[src/rtl/ifetch_stage_if.sv]
`default_nettype none
// +--------------------------------------------------------------------------+
// | Module   : ifetch_stage_if                                               |
// | Purpose  : Instruction-memory, decode handshake and redirect bundle.     |
// | Revision : 1.0  initial release                                          |
// +--------------------------------------------------------------------------+
interface ifetch_stage_if #(
   parameter int PC_WIDTH = 64
);
   logic                imem_req;
   logic [PC_WIDTH-1:0] imem_addr;
   logic                imem_rvalid;
   logic [31:0]         imem_rdata;
   logic [31:0]         ins;
   logic [PC_WIDTH-1:0] ins_pc;
   logic                ins_valid;
   logic                dec_ready;
   logic                br_taken;
   logic [PC_WIDTH-1:0] br_target;
   logic                fault;

   modport master (
      output imem_req, imem_addr, ins, ins_pc, ins_valid, fault,
      input  imem_rvalid, imem_rdata, dec_ready, br_taken, br_target
   );

   modport slave (
      input  imem_req, imem_addr, ins, ins_pc, ins_valid, fault,
      output imem_rvalid, imem_rdata, dec_ready, br_taken, br_target
   );
endinterface
`default_nettype wire

[src/rtl/ifetch_stage.sv]
`default_nettype none
// +--------------------------------------------------------------------------+
// | Module   : ifetch_stage                                                  |
// | Purpose  : 64-bit PC fetch stage, one outstanding imem request, valid/   |
// |            ready to decode, branch redirect. Optional macro             |
// |            IFETCH_MISALIGN_FAULT_EN enables sticky misaligned fault.     |
// | Revision : 1.0  initial release                                          |
// +--------------------------------------------------------------------------+
module ifetch_stage #(
   parameter int                  PC_WIDTH = 64,
   parameter logic [PC_WIDTH-1:0] RESET_PC = '0
) (
   input  wire logic     clk,
   input  wire logic     reset,
   ifetch_stage_if.master bus
);

   typedef enum logic [1:0] {
      S_REQ  = 2'd0,
      S_WAIT = 2'd1,
      S_HOLD = 2'd2,
      S_DROP = 2'd3
   } state_t;

   localparam logic [PC_WIDTH-1:0] c_pc_step = PC_WIDTH'(4);

   state_t              r_state, w_state_nxt;
   logic [PC_WIDTH-1:0] r_pc, w_pc_nxt;
   logic [31:0]         r_ins, w_ins_nxt;
   logic [PC_WIDTH-1:0] r_ins_pc, w_ins_pc_nxt;
   logic                r_ins_valid, w_ins_valid_nxt;
   logic [PC_WIDTH-1:0] w_target;
   logic                w_br;
   logic                w_req_ok;

`ifdef IFETCH_MISALIGN_FAULT_EN
   logic r_fault;

   // Once faulted the stage is frozen: redirects are ignored, no new fetches.
   assign w_br     = bus.br_taken && !r_fault;
   assign w_target = bus.br_target;
   assign w_req_ok = !r_fault;
   assign bus.fault = r_fault;

   always_ff @(posedge clk or posedge reset) begin
      if (reset) begin
         r_fault <= 1'b0;
      end else if (w_br && (bus.br_target[1:0] != 2'b00)) begin
         r_fault <= 1'b1;
      end
   end
`else
   assign w_br      = bus.br_taken;
   assign w_target  = {bus.br_target[PC_WIDTH-1:2], 2'b00};
   assign w_req_ok  = 1'b1;
   assign bus.fault = 1'b0;
`endif

   assign bus.imem_req  = (r_state == S_REQ) && !bus.br_taken && w_req_ok;
   assign bus.imem_addr = r_pc;
   assign bus.ins       = r_ins;
   assign bus.ins_pc    = r_ins_pc;
   assign bus.ins_valid = r_ins_valid;

   always_ff @(posedge clk or posedge reset) begin
      if (reset) begin
         r_state     <= S_REQ;
         r_pc        <= RESET_PC;
         r_ins       <= '0;
         r_ins_pc    <= '0;
         r_ins_valid <= 1'b0;
      end else begin
         r_state     <= w_state_nxt;
         r_pc        <= w_pc_nxt;
         r_ins       <= w_ins_nxt;
         r_ins_pc    <= w_ins_pc_nxt;
         r_ins_valid <= w_ins_valid_nxt;
      end
   end

   always_comb begin
      w_state_nxt     = r_state;
      w_pc_nxt        = r_pc;
      w_ins_nxt       = r_ins;
      w_ins_pc_nxt    = r_ins_pc;
      w_ins_valid_nxt = r_ins_valid;

      if (w_br) begin
         w_pc_nxt = w_target;
      end

      case (r_state)
         S_REQ: begin
            if (!w_br && w_req_ok) begin
               w_state_nxt = S_WAIT;
            end
         end
         S_WAIT: begin
            if (w_br) begin
               w_state_nxt = bus.imem_rvalid ? S_REQ : S_DROP;
            end else if (bus.imem_rvalid) begin
               w_ins_nxt       = bus.imem_rdata;
               w_ins_pc_nxt    = r_pc;
               w_ins_valid_nxt = 1'b1;
               w_pc_nxt        = r_pc + c_pc_step;
               w_state_nxt     = S_HOLD;
            end
         end
         S_HOLD: begin
            if (w_br || bus.dec_ready) begin
               w_ins_valid_nxt = 1'b0;
               w_state_nxt     = S_REQ;
            end
         end
         S_DROP: begin
            // The stale response retires the outstanding request even when a
            // redirect lands in the same cycle; waiting longer would deadlock.
            if (bus.imem_rvalid) begin
               w_state_nxt = S_REQ;
            end
         end
         default: begin
            w_state_nxt = S_REQ;
         end
      endcase
   end

endmodule
`default_nettype wire

[src/flat_wrapper.sv]
// flat-port wrapper written by rule: the top's interface ports become plain ports
module ifetch_stage_flat 
#(
   parameter int                  PC_WIDTH = 64,
   parameter logic [PC_WIDTH-1:0] RESET_PC = '0
)
  (clk, reset, bus_imem_req, bus_imem_addr, bus_ins, bus_ins_pc, bus_ins_valid, bus_fault, bus_imem_rvalid, bus_imem_rdata, bus_dec_ready, bus_br_taken, bus_br_target);
  ifetch_stage_if #(.PC_WIDTH(PC_WIDTH)) bus_i ();
  input  wire logic clk;
  input  wire logic reset;
  output wire logic [$bits(bus_i.imem_req)-1:0] bus_imem_req;
  output wire logic [$bits(bus_i.imem_addr)-1:0] bus_imem_addr;
  output wire logic [$bits(bus_i.ins)-1:0] bus_ins;
  output wire logic [$bits(bus_i.ins_pc)-1:0] bus_ins_pc;
  output wire logic [$bits(bus_i.ins_valid)-1:0] bus_ins_valid;
  output wire logic [$bits(bus_i.fault)-1:0] bus_fault;
  input wire logic [$bits(bus_i.imem_rvalid)-1:0] bus_imem_rvalid;
  input wire logic [$bits(bus_i.imem_rdata)-1:0] bus_imem_rdata;
  input wire logic [$bits(bus_i.dec_ready)-1:0] bus_dec_ready;
  input wire logic [$bits(bus_i.br_taken)-1:0] bus_br_taken;
  input wire logic [$bits(bus_i.br_target)-1:0] bus_br_target;
  assign bus_imem_req = bus_i.imem_req;
  assign bus_imem_addr = bus_i.imem_addr;
  assign bus_ins = bus_i.ins;
  assign bus_ins_pc = bus_i.ins_pc;
  assign bus_ins_valid = bus_i.ins_valid;
  assign bus_fault = bus_i.fault;
  assign bus_i.imem_rvalid = bus_imem_rvalid;
  assign bus_i.imem_rdata = bus_imem_rdata;
  assign bus_i.dec_ready = bus_dec_ready;
  assign bus_i.br_taken = bus_br_taken;
  assign bus_i.br_target = bus_br_target;
  ifetch_stage #(.PC_WIDTH(PC_WIDTH), .RESET_PC(RESET_PC)) u_core (.clk(clk), .reset(reset), .bus(bus_i));
endmodule
[config.mk]
export PLATFORM = sky130hd
export DESIGN_NAME = ifetch_stage_flat
export DESIGN_NICKNAME = d
export VERILOG_FILES = /design/src/rtl/ifetch_stage_if.sv /design/src/rtl/ifetch_stage.sv /design/src/flat_wrapper.sv
export SDC_FILE = /design/constraint.sdc
export NUM_CORES = 1
export LEC_CHECK = 0
export CAP_MARGIN = 20
export CORE_MARGIN = 2
export CORE_UTILIZATION = 30
export CTS_CLUSTER_DIAMETER = 30
export DETAILED_ROUTE_END_ITERATION = 7
export SYNTH_ARGS = -nofsm -noshare
export SYNTH_HDL_FRONTEND = slang
export SYNTH_SLANG_ARGS = --single-unit
[constraint.sdc]
create_clock -name clk -period 5.85 [get_ports clk]
set_clock_uncertainty 0.2 [all_clocks]
set_input_delay 0.585 -clock clk [delete_from_list [all_inputs] [get_ports clk]]
set_output_delay 0.585 -clock clk [all_outputs]
set_load 0.02 [all_outputs]
==> load_flow_metrics.sql <==
INSERT INTO impl_metrics (metric_group, metric, value, unit) VALUES
('synthesis', 'synth_top_area_cell', 'dfrtp_1', ''),
('timing', 'grt_setup_unrepaired', 'no', ''),
('synthesis', 'syn-mean-instance-area', '11.2', 'um^2'),
('die', 'rows', '57', ''),
('synthesis', 'syn_inst', '670', ''),
('critical_path', 'biggest_fanout_along_the_worst_timing_path', '12', ''),
('cts', 'postCtsSetupBuffers', '0', ''),
('synthesis', 'ys_async_sr_fraction', '100', '%'),
('synthesis', 'netlist-cell-type-count', '42', ''),
('synthesis', 'synth_edf_count', '0', ''),
('cts', 'clock_tree.root_cell', 'clkbuf_16', ''),
('min_path', 'worstHoldPathType', 'reg2reg', ''),
('die', 'die_w', '162', 'um'),
('detailed_routing', 'detail_route.wl_per_cell', '18.2', 'um'),
('grt', 'grt_pass1_wl', '36.3', 'mm'),
('timing', 'postLayoutSetupSlackWorst', '2450', 'ps'),
('die', 'die_height', '162', 'um'),
('place', 'dp.final_hpwl', '16.4', 'mm'),
('critical_path', 'worstSetupEndpointType', 'register', ''),
('timing', 'timing.final.hold_violations', '0', ''),
('grt', 'antenna_found_initial', '2', ''),
('detailed_routing', 'drt_drc_violations_left', '0', ''),
('synthesis', 'ys.flop_type', 'dfrtp_1', ''),
('timing', 'timing.slew.headroom', '31.0', '%'),
('detailed_routing', 'final_antenna_net_count', '0', ''),
('layout', 'num-nets-final', '1023', ''),
('synthesis', 'yosys_warning_total', '0', ''),
('timing', 'worstMarginPinSlew', '1020', 'ps'),
('critical_path', 'arrival', '3550', 'ps'),
('layout', 'most-common-layout-cells', 'clkdlybuf4s50_1 (259), dfrtp_1 (163), mux2_2 (99), nand2_1 (67), o21ai_0 (48)', ''),
('cts', 'post_cts_sizing_count', '0', ''),
('timing', 'finalSetupViolations', '0', ''),
('cts', 'numCtsBuffers', '17', ''),
('synthesis', 'post-synth-top-area-fraction', '54.2', '%'),
('cts', 'clock_tree.buffer_depth', '2', ''),
('die', 'start_util', '30.8', '%'),
('timing', 'period_minus_slack', '3400', 'ps'),
('cts', 'cts-hold-fix-buffers', '0', ''),
('cts', 'cts_num_sinks', '163', ''),
('layout', 'filler_cell_count', '2329', ''),
('synthesis', 'synth.cell_area', '0.00753', 'mm^2'),
('job', 'number_of_max_cap_violations', '0', ''),
('cts', 'cts.htree.levels', '4', ''),
('cts', 'clk_pin_slew', '70', 'ps'),
('detailed_routing', 'route.vias.total', '6216', ''),
('power_and_ir_drop', 'p_leak', '4.25', 'nW'),
('grt', 'first_global_vias', '6297', ''),
('detailed_routing', 'vias_per_cell', '4.93', ''),
('timing', 'final.setup.tns', '0', 'ps'),
('synthesis', 'post_synth_main_area_contributors', 'dfrtp_1 (54%), mux2_2 (15%), nand2_1 (3.3%)', ''),
('layout', 'mostFrequentLayoutCell', 'clkdlybuf4s50_1', ''),
('detailed_routing', 'finalWirelength', '22.9', 'mm'),
('place', 'gp_routability_congestion', '0.742', ''),
('critical_path', 'critical_path_required', '6000', 'ps'),
('die', 'core', '0.0245', 'mm^2'),
('cts', 'tritoncts_clock_tree', 'built', ''),
('place', 'detailedPlace.worstSlack', '1980', 'ps'),
('synthesis', 'seq_cells_post_synth', '163', ''),
('grt', 'grt_start_max_net_pins', '90', ''),
('place', 'placed_cells', '1226', ''),
('synthesis', 'synth_seq_area_share', '54.2', '%'),
('detailed_routing', 'initial_drt_markers', '310', ''),
('layout', 'synthToLayoutAreaGrowth', '46.9', '%'),
('detailed_routing', 'drtPass1Iterations', '5', ''),
('die', 'io_pins', '264', ''),
('layout', 'post_route_cells_drive_above_1_share', '15.8', '%'),
('timing', 'post-route-period-util', '58.2', '%'),
('layout', 'final_standard_cell_count_with_taps_included_and_fillers_excluded', '1260', ''),
('power_and_ir_drop', 'design_power_total', '4.72', 'mW'),
('timing', 'achievable-frequency', '294', 'MHz'),
('place', 'port_buffers', '260', ''),
('grt', 'overall_fraction_of_global_route_tracks_in_use', '17.7', '%'),
('critical_path', 'timing_worst_setup_path_type', 'in2reg', ''),
('layout', 'layout.core_utilization', '45.2', '%'),
('run_status', 'result_of_the_run', 'finished clean', ''),
('critical_path', 'startpoint_type', 'input pin', ''),
('die', 'design.die.area', '0.0264', 'mm^2'),
('power_and_ir_drop', 'power.ir.vdd_worst', '0.000189', 'V'),
('timing', 'timing_max_transition_violations_final', '0', ''),
('grt', 'global_route.overflow_total', '0', ''),
('cts', 'clkLatencyLatePin', '420', 'ps'),
('power_and_ir_drop', 'pwr_per_cell_area', '427', 'mW/mm^2'),
('synthesis', 'mappedNetlistNets', '772', '');
through the flow:
| stage | hold slack (ps) | area [um^2] |
|---|---|---|
| floorplan | 381 | 7530 |
| global placement | 282 | 10500 |
| detailed placement | 285 | 10500 |
| CTS | 311 | 11100 |
| global route | 317 | 11100 |
| finish | 305 | 11100 |
per-layer routing:
| layer | wire length [um] | vias to the layer above | global-route usage [%] |
|---|---|---|---|
| li1 | - | 2951 | - |
| met1 | 10500 | 3053 | 23.7 |
| met2 | 10700 | 194 | 28.2 |
| met3 | 1420 | 18 | 5.09 |
| met4 | 283 | 0 | 4.59 |
| met5 | 0 | - | 0 |
power breakdown:
| part | internal, mW | switching (mW) |
|---|---|---|
| logic | 0.979 | 0.838 |
| clock network | 0.659 | 0.501 |
| registers | 1.50 | 0.243 |
| total | 3.14 | 1.58 |
sequential cells by signal (all words and copies together) (netlist names):
register              count
u_core.r_state            2
u_core.bus.imem_addr     64
u_core.bus.ins_pc        64
u_core.bus.ins           32
u_core.bus.ins_valid      1
worst paths after layout:
check | startpoint | to | slack [ps] | cells after the start
max in group asynchronous | reset | u_core.bus.imem_addr[44] | 3840 | 3
worst max-delay path | bus_imem_rvalid | u_core.bus.imem_addr[47] | 2450 | 6
worst min register to register | u_core.bus.ins[0] | u_core.bus.ins[0] | 310 | 1
worst max register to register | u_core.bus.imem_addr[3] | u_core.bus.imem_addr[54] | 2500 | 6
worst min-delay path | u_core.bus.ins[0] | u_core.bus.ins[0] | 310 | 1
min in group asynchronous | reset | u_core.bus.ins_pc[0] | 400 | 2
kinds of logic after synthesis:
| kind of cell | share of synthesized area [%] |
|---|---|
| AND/OR/NAND/NOR | 17.2 |
| flip-flops | 54.2 |
| multiplexers | 14.9 |
| AO/OA/AOI/OAI | 6.38 |
| XOR/XNOR | 4.88 |
| buffers and inverters | 2.26 |
| adder cells (fa/ha/maj) | 0.166 |
| other | 0.0498 |
synthesized netlist by cell type (all sizes together) (2+ instances only):
| library cell | count |
|---|---|
| mux2 | 99 |
| xnor2 | 20 |
| and4 | 9 |
| nand2b | 3 |
| nand2 | 67 |
| nand4 | 33 |
| or4 | 14 |
| xor2 | 22 |
| inv | 8 |
| nand4b | 4 |
| a21oi | 2 |
| nor3 | 11 |
| nand3 | 20 |
| nor2 | 33 |
| nor4 | 17 |
| or3 | 8 |
| nor2b | 2 |
| and2 | 4 |
| o31a | 2 |
| clkbuf | 31 |
| o31ai | 8 |
| o21ai | 48 |
| buf | 3 |
| a31oi | 16 |
| and3 | 8 |
| o41ai | 3 |
| nor3b | 3 |
| dfrtp | 163 |
cell type report:
type                    count  area [um^2]  share of cell area [%]
multi-input cells         465         3290                    29.8
inverters                   8         35.0                   0.317
clock buffers              19          453                    4.09
flip-flops and latches    163         4080                    36.9
diodes                      2         5.00                  0.0452
repair buffers            266         2640                    23.9
well taps                 324          405                    3.66
clock inverters            13          148                    1.33
worst max-delay path, stage by stage:
cell             delay, ps
clkdlybuf4s50_1        560
nand3b_1               330
nor3_2                 910
nand2_1                420
or4_1                  560
a31oi_1                170
Note: power is estimated with default switching activity, not from simulation.
